**src/rtl/uart_seq_trig_rx.sv**
```systemverilog
// ============================================================================
// Module      : uart_seq_trig_rx
// Description : UART receiver for the logic-analyzer trigger path. It
//               receives asynchronous serial frames: one start bit, DATA_W
//               data bits sent LSB first, an optional even-parity bit and
//               one stop bit. Each bit is sampled near its middle. Good
//               frames are checked against a programmable sequence of
//               SEQ_LEN frames. Each bit of the sequence can be marked as
//               don't-care. The module reports framing errors.
// Options     : define UART_TRIG_PARITY_EN to expect one even-parity bit
//               between the data bits and the stop bit.
// Ports       : clk, rst_n      clock, asynchronous active-low reset
//               RX              serial input, idle high
//               baud_cnt        clk cycles per bit (>= 4), change only idle
//               trig_en         arms the sequence matcher
//               match / mask    expected frames / don't-care bits, slice i
//                               = frame i of the sequence
//               rx_data         last good frame (held)
//               rx_rdy          1-cycle pulse per good frame
//               frame_err       1-cycle pulse on bad stop or parity bit
//               UARTtrig        1-cycle pulse when the sequence completes
// Revision    : 1.0 - initial release
// ============================================================================
`default_nettype none

module uart_seq_trig_rx #(
    parameter int DATA_W  = 8,
    parameter int SEQ_LEN = 2,
    parameter int BAUD_W  = 16
) (
    input  logic                      clk,
    input  logic                      rst_n,
    input  logic                      RX,
    input  logic [BAUD_W-1:0]         baud_cnt,
    input  logic                      trig_en,
    input  logic [SEQ_LEN*DATA_W-1:0] match,
    input  logic [SEQ_LEN*DATA_W-1:0] mask,
    output logic [DATA_W-1:0]         rx_data,
    output logic                      rx_rdy,
    output logic                      frame_err,
    output logic                      UARTtrig
);

    localparam int IDX_W = (SEQ_LEN > 1) ? $clog2(SEQ_LEN) : 1;
    localparam int BIT_W = $clog2(DATA_W + 1);

    localparam logic [BAUD_W-1:0] BAUD_ONE = BAUD_W'(1);
    localparam logic [BIT_W-1:0]  BIT_ONE  = BIT_W'(1);
    localparam logic [BIT_W-1:0]  LAST_BIT = BIT_W'(DATA_W - 1);
    localparam logic [IDX_W-1:0]  IDX_ONE  = IDX_W'(1);
    localparam logic [IDX_W-1:0]  LAST_IDX = IDX_W'(SEQ_LEN - 1);

    typedef enum logic [2:0] {
        ST_IDLE   = 3'd0,
        ST_START  = 3'd1,
        ST_DATA   = 3'd2,
        ST_PARITY = 3'd3,
        ST_STOP   = 3'd4
    } state_t;

    state_t               state;
    logic                 rx_meta;
    logic                 rx_s;
    logic [BAUD_W-1:0]    cnt;
    logic [BIT_W-1:0]     bit_cnt;
    logic [DATA_W-1:0]    rx_sr;
    logic [IDX_W-1:0]     seq_idx;
    logic [SEQ_LEN-1:0]   slice_hit;
    logic                 half_tick;
    logic                 bit_tick;
    logic                 hit_cur;
    logic                 stop_ok;
`ifdef UART_TRIG_PARITY_EN
    logic                 par_err;
`endif

    // The start bit is checked half a bit after the falling edge. Every
    // later bit is sampled one full bit period after the previous sample.
    // This keeps the data samples near the middle of each bit.
    assign half_tick = (cnt == (baud_cnt >> 1));
    assign bit_tick  = (cnt == (baud_cnt - BAUD_ONE));

    // Check the shift register against every slice at once. Bits that are
    // set in the mask are forced to 1 on both sides, so they never differ.
    for (genvar i = 0; i < SEQ_LEN; i++) begin : g_slice
        assign slice_hit[i] =
            ((rx_sr | mask[i*DATA_W +: DATA_W]) ==
             (match[i*DATA_W +: DATA_W] | mask[i*DATA_W +: DATA_W]));
    end

    assign hit_cur = slice_hit[seq_idx];

`ifdef UART_TRIG_PARITY_EN
    assign stop_ok = rx_s & ~par_err;
`else
    assign stop_ok = rx_s;
`endif

    always_ff @(posedge clk or negedge rst_n) begin
        if (!rst_n) begin
            rx_meta   <= 1'b1;
            rx_s      <= 1'b1;
            state     <= ST_IDLE;
            cnt       <= '0;
            bit_cnt   <= '0;
            rx_sr     <= '0;
            seq_idx   <= '0;
            rx_data   <= '0;
            rx_rdy    <= 1'b0;
            frame_err <= 1'b0;
            UARTtrig  <= 1'b0;
`ifdef UART_TRIG_PARITY_EN
            par_err   <= 1'b0;
`endif
        end else begin
            rx_meta   <= RX;
            rx_s      <= rx_meta;
            rx_rdy    <= 1'b0;
            frame_err <= 1'b0;
            UARTtrig  <= 1'b0;

            case (state)
                ST_IDLE: begin
                    cnt <= '0;
                    if (!rx_s) begin
                        state <= ST_START;
                    end
                end

                ST_START: begin
                    if (half_tick) begin
                        cnt <= '0;
                        if (rx_s) begin
                            state <= ST_IDLE;   // too short to be a start bit
                        end else begin
                            state   <= ST_DATA;
                            bit_cnt <= '0;
                        end
                    end else begin
                        cnt <= cnt + BAUD_ONE;
                    end
                end

                ST_DATA: begin
                    if (bit_tick) begin
                        cnt     <= '0;
                        rx_sr   <= {rx_s, rx_sr[DATA_W-1:1]};
                        bit_cnt <= bit_cnt + BIT_ONE;
                        if (bit_cnt == LAST_BIT) begin
`ifdef UART_TRIG_PARITY_EN
                            state <= ST_PARITY;
`else
                            state <= ST_STOP;
`endif
                        end
                    end else begin
                        cnt <= cnt + BAUD_ONE;
                    end
                end

`ifdef UART_TRIG_PARITY_EN
                ST_PARITY: begin
                    if (bit_tick) begin
                        cnt     <= '0;
                        // For even parity, the data bits and the parity bit
                        // together must hold an even number of ones.
                        par_err <= ^{rx_sr, rx_s};
                        state   <= ST_STOP;
                    end else begin
                        cnt <= cnt + BAUD_ONE;
                    end
                end
`endif

                ST_STOP: begin
                    if (bit_tick) begin
                        cnt   <= '0;
                        state <= ST_IDLE;
                        if (stop_ok) begin
                            rx_data <= rx_sr;
                            rx_rdy  <= 1'b1;
                            if (!trig_en) begin
                                seq_idx <= '0;
                            end else if (hit_cur) begin
                                if (seq_idx == LAST_IDX) begin
                                    UARTtrig <= 1'b1;
                                    seq_idx  <= '0;
                                end else begin
                                    seq_idx <= seq_idx + IDX_ONE;
                                end
                            end else begin
                                // A frame that breaks the sequence can still
                                // be the first frame of a new sequence.
                                seq_idx <= slice_hit[0] ? IDX_ONE : '0;
                            end
                        end else begin
                            frame_err <= 1'b1;
                            seq_idx   <= '0;
                        end
                    end else begin
                        cnt <= cnt + BAUD_ONE;
                    end
                end

                default: begin
                    state <= ST_IDLE;
                    cnt   <= '0;
                end
            endcase

            // When the matcher is disarmed, the sequence restarts from frame 0.
            if (!trig_en) begin
                seq_idx <= '0;
            end
        end
    end

endmodule

`default_nettype wire

```
**config.mk**
```make
export PLATFORM = sky130hd
export DESIGN_NAME = uart_seq_trig_rx
export DESIGN_NICKNAME = d
export VERILOG_FILES = /design/src/rtl/uart_seq_trig_rx.sv
export SDC_FILE = /design/constraint.sdc
export NUM_CORES = 1
export LEC_CHECK = 0
export CORE_MARGIN = 2
export CORE_UTILIZATION = 56
export DETAILED_ROUTE_END_ITERATION = 10
export DONT_BUFFER_PORTS = 1
export PLACE_DENSITY = 0.71
export SLEW_MARGIN = 15
export SYNTH_ARGS = -nofsm -noshare
export SYNTH_HDL_FRONTEND = slang
export SYNTH_SLANG_ARGS = --single-unit
```
**constraint.sdc**
```tcl
create_clock -name clk -period 3.55 [get_ports clk]
set_clock_uncertainty 0.2 [all_clocks]
set_input_delay 0.8875 -clock clk [delete_from_list [all_inputs] [get_ports clk]]
set_output_delay 0.8875 -clock clk [all_outputs]
set_load 0.005 [all_outputs]
```
After elaboration in Yosys (flattened, before gate mapping)
Cells that the tools add are included.
Cells by class
  add/subtract/negate cells: 4
  multiply operators: 0
  div/mod/pow operators: 0
  order comparisons: 1
  equal/unequal tests: 16
  shift-type cells: 0
  multiplexer cells: 35
  bitwise operators: 4
  reductions and logical operators: 8
Operators by type and width (number)
  2-to-1 mux 16 bit: 2
  OR 8 bit: 4
  case mux 16 bit (2 select lines): 1
  2-to-1 mux 1 bit: 21
  adder 16 x 1 -> 16 bit (second input constant): 1
  == test 16 x 15 -> 1 bit: 1
  == test 16 bit: 1
  == test 8 bit: 2
  subtractor 16 x 1 -> 16 bit (second input constant): 1
  2-to-1 mux 3 bit: 5
  2-to-1 mux 4 bit: 3
  != test 2 bit (second input constant): 6
  case mux 3 bit (4 select lines): 1
  case mux 4 bit (2 select lines): 1
  AND reduction 5 bit: 1
  adder 4 x 1 -> 4 bit (second input constant): 1
  == test 4 x 3 -> 1 bit (second input constant): 1
  != test 2 x 1 -> 1 bit (second input constant): 2
  AND reduction 2 bit: 2
  AND reduction 4 bit: 1
  == test 3 x 1 -> 1 bit (second input constant): 1
  == test 3 x 2 -> 1 bit (second input constant): 1
  == test 3 bit (second input constant): 1
  logical NOT 3 bit: 1
  6 further kinds: 6
Word-level totals
  bits in registers: 45
  latch bits: 0
  memory bits (writable): 0
  ROM bits: 0
  input bits: 52
  output and inout port bits: 11
  logic and storage cells: 79
  memories kept: 0

Depth between registers and ports, before layout
Gate-level depths: netlist of run 1.
  depth after elaboration: 9
  depth in mapped cells: 11
  mapped depth without buffers: 9

Least setup slack after synthesis of run 1
Ideal clock, no wire load.
  path kind: input -> register
  start point: input baud_cnt[0]
  end point: register rx_sr[2]
  setup time: 0.125 ns
  arrival time: 3.232 ns
  data required time: 3.225 ns
  path slack: -0.006 ns
  stages: 11
  path buffers: 2
  cells stage by stage: inv_1 ha_1 clkbuf_1 nor3b_1 a21oi_1 nor4b_2 nand4b_1 nor4b_4 and2_4 buf_12 mux2_2
On the way
  word-level cells in the longest chain between the ends: 3
RTL lines
  start, declared: line 34  | input logic [BAUD_W-1:0] baud_cnt,
  subtractor 16 x 1 -> 16 bit: line 81  | assign bit_tick = (cnt == (baud_cnt - BAUD_ONE));
  == test 16 bit: line 81
  AND reduction 2 bit (no line)
  end signal, assigned: line 147  | rx_sr <= {rx_s, rx_sr[DATA_W-1:1]};
  end, declared: line 66  | logic [DATA_W-1:0] rx_sr;
Every way passes these cells.
A chain may end at the register's enable or synchronous reset.

Worst setup path after layout of run 1
  start point: input baud_cnt[0]
  end point: register rx_sr[5]
Same word-level chain as after synthesis.

==> impl_metrics.env, run 1 <==
export IMPL_start_kind="input port"
export IMPL_grt_use_total_pct=22.0
export IMPL_cp_depth=9
export IMPL_core_area_um2=5170
export IMPL_cts_tree="yes"
export IMPL_critPathMaxFanout=12
export IMPL_area_sequential_um2=1130
export IMPL_max_cap_viol_count=0
export IMPL_period_needed_ns=3.10
export IMPL_synth_ff_type="dfrtp_1"
export IMPL_placed_cells=370
export IMPL_reg2reg_setup_slack_ns=0.66
export IMPL_status="finished clean"
export IMPL_postSynthCellCount=312
export IMPL_yosys_area_share_simple_pct=21.3
export IMPL_clk_pin_slew_ns=0.08
export IMPL_antenna_cells=0
export IMPL_power_share_sequential_pct=49.2
export IMPL_drtIter0Drc=137
export IMPL_portBuffers=0
export IMPL_rsz0062_at_grt="false"
export IMPL_synth_top_cell_by_area="dfrtp_1"
export IMPL_ys_seq_area_share_pct=37.1
export IMPL_hpwlAfterDp_um=4930
export IMPL_first_global_vias=2237
export IMPL_grt_pass1_wl_um=10700
export IMPL_drive_above_1_share_pct=13.3
export IMPL_ys_ff_latch=45
export IMPL_cts_sinks=45
export IMPL_io_pins=63
export IMPL_grt_overflow_total=0
export IMPL_ir_drop_uv=419
export IMPL_dieArea_um2=6030
export IMPL_r2r_start="cnt[14]"
export IMPL_power_w=0.00123
export IMPL_synth_common_cells="43 x dfrtp_1, 35 x xnor2_1, 33 x xor2_1"
export IMPL_crit_type="in -> reg"
export IMPL_post_route_util_pct=61.4
export IMPL_dr_pass1_iters=4
export IMPL_netlist_area_um2=3040
export IMPL_rows=26
export IMPL_htree_levels=2
export IMPL_synth_compound_area_share_pct=8.90
export IMPL_ctsRootBufferMaster="clkbuf_8"
export IMPL_crit_chain="inv_1 > ha_1 > nor2b_1 > nand4_1 > xnor2_1 > nand4b_1 > nor4b_4 > and2_4 > mux2_2"
export IMPL_fin_tns_setup_ns=0
export IMPL_synth_nets=367
export IMPL_numCtsBuffers=5
export IMPL_viasPerCell=5.96
export IMPL_synthMuxAreaShare_pct=7.33
export IMPL_hold_buffers=0
export IMPL_crit_path_top_delay_cell="nor2b_1"
export IMPL_synth_most_common_cell="dfrtp_1"
export IMPL_synth_area_top_cells="dfrtp_1 35%, xnor2_1 10%, xor2_1 9.5%"
export IMPL_syn_avg_cell_area_um2=9.74
export IMPL_hold_violations=0
export IMPL_clkPwrFrac_pct=30.8
export IMPL_power_frac_comb_pct=20.0
export IMPL_finalCritPeriodShare_pct=87.4
export IMPL_ctsResizeCount=0
export IMPL_fp_dieH_um=77.7
export IMPL_cp_startpoint="baud_cnt[0]"
export IMPL_cp_top_family="simple AND/OR/NAND/NOR gates"
export IMPL_cp_data_required_time_ns=3.52
export IMPL_antenna_found_initial=0
export IMPL_arrival_ns=3.07
export IMPL_setup_viol=0
export IMPL_final_nets=362
export IMPL_grt_max_degree=46
export IMPL_synth_top_family_by_area="simple AND/OR/NAND/NOR gates"
export IMPL_start_util_pct=58.7
export IMPL_routedWlPerCell_um=16.9
export IMPL_reg2reg_depth=7
export IMPL_drv_slew=0
export IMPL_synth_top_area_share_pct=35.4
export IMPL_ant_nets=0
export IMPL_r2r_end="rx_sr[5]"
export IMPL_wl_um=6370
export IMPL_synthArstFlopShare_pct=100
export IMPL_maxSlewHeadroom_pct=55.6
export IMPL_ys_warn_count=0
export IMPL_endpoint="rx_sr[5]"
export IMPL_drcViolationCount=0
export IMPL_cts_setup_buffers=0
export IMPL_worst_pin_slew_ns=0.661
export IMPL_place_congestion=0.860
export IMPL_syn2layout_area_growth_pct=4.53
export IMPL_ys_types=56
export IMPL_fin_cells=378
export IMPL_switching_share_pct=29.7
export IMPL_critical_path_max_stage_delay_ns=0.37
export IMPL_die_w_um=77.7
export IMPL_synth_edff_count=0
export IMPL_p_per_area_nw_per_um2=387
export IMPL_cp_num_buf_inv=1
export IMPL_fill_cells=436
export IMPL_yosys_area_share_xor_xnor_pct=19.6
export IMPL_synthAdderAreaFrac_pct=1.24
export IMPL_multi_input_area_um2=1770
export IMPL_clk_path_buf_depth=2
export IMPL_power_switching_w=0.000365
export IMPL_cp_end_kind="flop"
export IMPL_hp_class="in -> async"
export IMPL_intPower_w=0.000865
export IMPL_vias=2253
export IMPL_leakagePower_nw=1.35
export IMPL_clock_latency_ns=0.29
export IMPL_fmax_mhz=322
[logic make-up after synthesis]
family | Yosys count
buffers and inverters | 26
AND/OR/NAND/NOR | 112
XOR/XNOR | 68
multiplexers | 20
AO/OA/AOI/OAI | 38
flip-flops | 45
adder cells (fa/ha/maj) | 3
[worst reg2reg max path, stage by stage, from the launching register on]
cell and delay (ns):
dfrtp_1 0.46, xnor2_1 0.21, or4b_1 0.48, a311oi_1 0.23, a311oi_1 0.14, nor4b_4 0.39, and2_4 0.31, mux2_2 0.35
[cell usage in the layout (no fill, tap or decap), types with 4 or more instances in the layout]
cell,Yosys,layout
nor2_1,31,31
a21oi_1,6,6
mux2_2,18,18
o22ai_1,5,5
nor4_1,9,9
dfrtp_1,43,43
inv_1,8,8
xnor2_1,35,35
nor3_1,9,9
nand4_1,8,8
clkbuf_8,0,5
xor2_1,33,33
buf_4,1,6
nand3_1,14,14
nand2_1,9,9
and3_1,6,6
o21ai_0,4,4
nand4b_1,5,5
[layout make-up]
cell class | count | area share, %
multi-input cells | 241 | 55.8
flip-flops and latches | 45 | 35.5
repair buffers | 6 | 1.42
clock buffers | 6 | 2.29
clock inverters | 2 | 1.22
well taps | 70 | 2.76
inverters | 8 | 0.946
[per-layer routing]
metal  share of wire (%)  GRT usage (%)
met5                   0              0
met4                0.49           5.18
met3                 4.8           3.95
met2                  49           34.7
met1                  46           31.3
[worst min path at each step]
stage | from | slack [ns] | depth (start not counted) | endpoint
4_1_cts | rst_n | 0.07 | 0 | state[1]
3_3_place_gp | rx_meta | 0.15 | 0 | rx_s
6_report | rst_n | 0.08 | 0 | state[1]
2_1_floorplan | rx_meta | 0.15 | 0 | rx_s
5_1_grt | rst_n | 0.06 | 0 | bit_cnt[0]
3_5_place_dp | rx_meta | 0.15 | 0 | rx_s
[registers in the layout, summed over array words and instances, names as in the netlist]
| signal | flops |
|---|---|
| rx_data | 8 |
| rx_s | 1 |
| cnt | 16 |
| UARTtrig | 1 |
| seq_idx | 1 |
| state | 3 |
| rx_sr | 8 |
| rx_rdy | 1 |
| rx_meta | 1 |
| frame_err | 1 |
| bit_cnt | 4 |
[power by group through the flow]
| stage | Sequential [W] | Combinational [W] | Clock, W |
|---|---|---|---|
| 3_5_place_dp | 0.000614 | 0.000243 | 0 |
| 3_3_place_gp | 0.000613 | 0.000239 | 0 |
| 2_1_floorplan | 0.000580 | 0.000221 | 0 |
| 5_1_grt | 0.000612 | 0.000275 | 0.000412 |
| 6_report | 0.000606 | 0.000245 | 0.000379 |
| 4_1_cts | 0.000604 | 0.000247 | 0.000390 |
[stage by stage]
stage          hold WS, ns  cell area [um^2]  worst slack (ns)
2_1_floorplan        0.145              3040            0.0311
3_3_place_gp         0.147              3060             0.241
3_5_place_dp         0.149              3060             0.139
4_1_cts             0.0693              3180             0.443
5_1_grt             0.0555              3180             0.272
6_report            0.0811              3180             0.449
Note: power is estimated with default switching activity, not from simulation.
==> run 2, diff against run 1 <==
--- a/config.mk
+++ b/config.mk
@@ -11,2 +11,3 @@
 export DONT_BUFFER_PORTS = 1
+export MAX_ROUTING_LAYER = met4
 export PLACE_DENSITY = 0.71
==> constraint.sdc (replaced) <==
create_clock -name clk -period 3.55 [get_ports clk]
set_clock_uncertainty 0.2 [all_clocks]
set_input_delay 0.355 -clock clk [delete_from_list [all_inputs] [get_ports clk]]
set_output_delay 0.355 -clock clk [all_outputs]
set_load 0.005 [all_outputs]
==> run 2 against run 1 <==
Net effect:
- worst setup slack better by 0.035 ns
- hold slack better by 0.083 ns
- combinational power up 7%
- non-clock buffer count unchanged
- critical endpoint is now rx_sr[3]
- highest routed layer unchanged
==> impl_metrics.env, run 2 (same netlist as run 1, synthesis figures left out) <==
export IMPL_crit_path_top_delay_cell="nor4b_4"
export IMPL_wl_um=6380
export IMPL_leakagePower_nw=1.33
export IMPL_maxSlewHeadroom_pct=56.7
export IMPL_ir_drop_uv=287
export IMPL_r2r_end="rx_sr[3]"
export IMPL_intPower_w=0.000797
export IMPL_p_per_area_nw_per_um2=370
export IMPL_drcViolationCount=0
export IMPL_drtIter0Drc=198
export IMPL_hpwlAfterDp_um=4840
export IMPL_switching_share_pct=32.1
export IMPL_hold_violations=0
export IMPL_portBuffers=0
export IMPL_fp_dieH_um=77.7
export IMPL_power_switching_w=0.000377
export IMPL_setup_viol=0
export IMPL_reg2reg_setup_slack_ns=0.48
export IMPL_finalCritPeriodShare_pct=86.4
export IMPL_hp_class="reg -> reg"
export IMPL_viasPerCell=5.99
export IMPL_min_delay_start="rx_meta"
export IMPL_r2r_start="cnt[14]"
export IMPL_hold_depth=0
export IMPL_clkPwrFrac_pct=25.8
export IMPL_htree_levels=2
export IMPL_power_w=0.00117
export IMPL_antenna_found_initial=0
export IMPL_cts_sinks=45
export IMPL_crit_chain="xnor2_1 > or4b_1 > a311oi_1 > a311oi_1 > nor4b_4 > and2_4 > mux2_2"
export IMPL_numCtsBuffers=5
export IMPL_clock_latency_ns=0.30
export IMPL_ctsRootBufferMaster="clkbuf_8"
export IMPL_status="finished clean"
export IMPL_grt_overflow_total=0
export IMPL_max_cap_viol_count=0
export IMPL_antenna_cells=0
export IMPL_fin_cells=378
export IMPL_vias=2264
export IMPL_placed_cells=366
export IMPL_first_global_vias=2058
export IMPL_place_congestion=0.896
export IMPL_cp_data_required_time_ns=3.53
export IMPL_clk_path_buf_depth=2
export IMPL_dr_pass1_iters=4
export IMPL_crit_top_cell="a311oi_1"
export IMPL_hold_end="rx_s"
export IMPL_largest_reg_flops=16
export IMPL_syn2layout_area_growth_pct=4.53
export IMPL_top_register="cnt"
export IMPL_cp_end_kind="flop"
export IMPL_grt_max_degree=46
export IMPL_final_nets=362
export IMPL_io_pins=63
export IMPL_critPathMaxFanout=12
export IMPL_drive_above_1_share_pct=12.0
export IMPL_die_w_um=77.7
export IMPL_critical_path_max_stage_delay_ns=0.53
export IMPL_dieArea_um2=6030
export IMPL_fin_ws_ns=0.483
export IMPL_rows=26
export IMPL_layout_common_cells="43 x dfrtp_1, 35 x xnor2_1, 33 x xor2_1"
export IMPL_start_kind="flop"
export IMPL_ctsResizeCount=0
export IMPL_grt_pass1_wl_um=10200
export IMPL_ant_nets=0
export IMPL_power_share_sequential_pct=51.7
export IMPL_final_common_cell="dfrtp_1"
export IMPL_fmax_mhz=326
export IMPL_core_area_um2=5170
export IMPL_clk_pin_slew_ns=0.08
export IMPL_rsz0062_at_grt="false"
export IMPL_fin_tns_setup_ns=0
export IMPL_period_needed_ns=3.07
export IMPL_cts_tree="yes"
export IMPL_worst_pin_slew_ns=0.644
export IMPL_routedWlPerCell_um=16.9
export IMPL_power_frac_comb_pct=22.4
export IMPL_drv_slew=0
export IMPL_arrival_ns=3.05
export IMPL_post_place_ws_ns=0.333
export IMPL_reg2reg_depth=7
export IMPL_biggestRegsByFlops="cnt (16), rx_data (8), rx_sr (8)"
export IMPL_start_util_pct=58.7
export IMPL_crit_type="reg -> reg"
export IMPL_grt_use_total_pct=22.0
export IMPL_whs_ns=0.164
## run 2: changes by cell type in the layout (fill, tap and decap cells not counted), sizes merged
cell	before	now
dlygate4sd3	0	3
buf	6	3
bufinv	1	0
clkinvlp	0	1
clkbuf	6	7
clkinv	1	0
## run 2: power by group through the flow
stage | clock network (W) | logic, W | registers, W
2_1_floorplan | 0 | 0.000221 | 0.000580
3_3_place_gp | 0 | 0.000239 | 0.000614
3_5_place_dp | 0 | 0.000244 | 0.000614
4_1_cts | 0.000316 | 0.000263 | 0.000605
5_1_grt | 0.000335 | 0.000295 | 0.000614
6_report | 0.000303 | 0.000263 | 0.000607
## run 2: how the worst max path moves through the flow
stage / startpoint / cells after the start / to
floorplan: baud_cnt[0] / 11 / rx_sr[2]
global placement: baud_cnt[0] / 9 / rx_sr[0]
global route: cnt[14] / 7 / rx_sr[0]
detailed placement: baud_cnt[0] / 9 / rx_sr[3]
CTS: cnt[14] / 7 / rx_sr[3]
finish: cnt[14] / 7 / rx_sr[3]
## run 2: cell type report
class | count | area [um^2]
Inverter | 8 | 30.0
Sequential cell | 45 | 1130
Fill cell | 436 | 2000
Clock buffer | 7 | 76.3
Clock inverter | 1 | 7.51
Timing Repair Buffer | 6 | 72.6
Multi-Input combinational cell | 241 | 1770
Tap cell | 70 | 87.6
## run 2: timing repair
item | in CTS | in global routing
endpoints found under the hold margin | 48 | 0
buffers inserted | 0 | 0
hold buffers | 4 | 0
setup endpoints to repair | 0 | 0
## run 2: stage by stage
stage,instance area [um^2],util (%)
6_report,3180,61.4
5_1_grt,3180,61.4
4_1_cts,3180,61.4
3_5_place_dp,3030,58.7
3_3_place_gp,3030,58.7
2_1_floorplan,3040,-
## run 2: routing by layer
layer / global-route usage (%) / vias up / wire, um
li1: - / 1102 / -
met5: - / - / 0
met3: 5.35 / 8 / 398
met2: 29.7 / 63 / 2810
met4: 6.79 / 0 / 96
met1: 32.6 / 1091 / 3070
## run 2: critical path, delay by kind of cell, from the launching register on
family / cells / cell delay (ns)
flops: 1 / 0.48
simple gates: 3 / 1.36
mux: 1 / 0.35
compound gates: 2 / 0.37
xor+xnor: 1 / 0.20
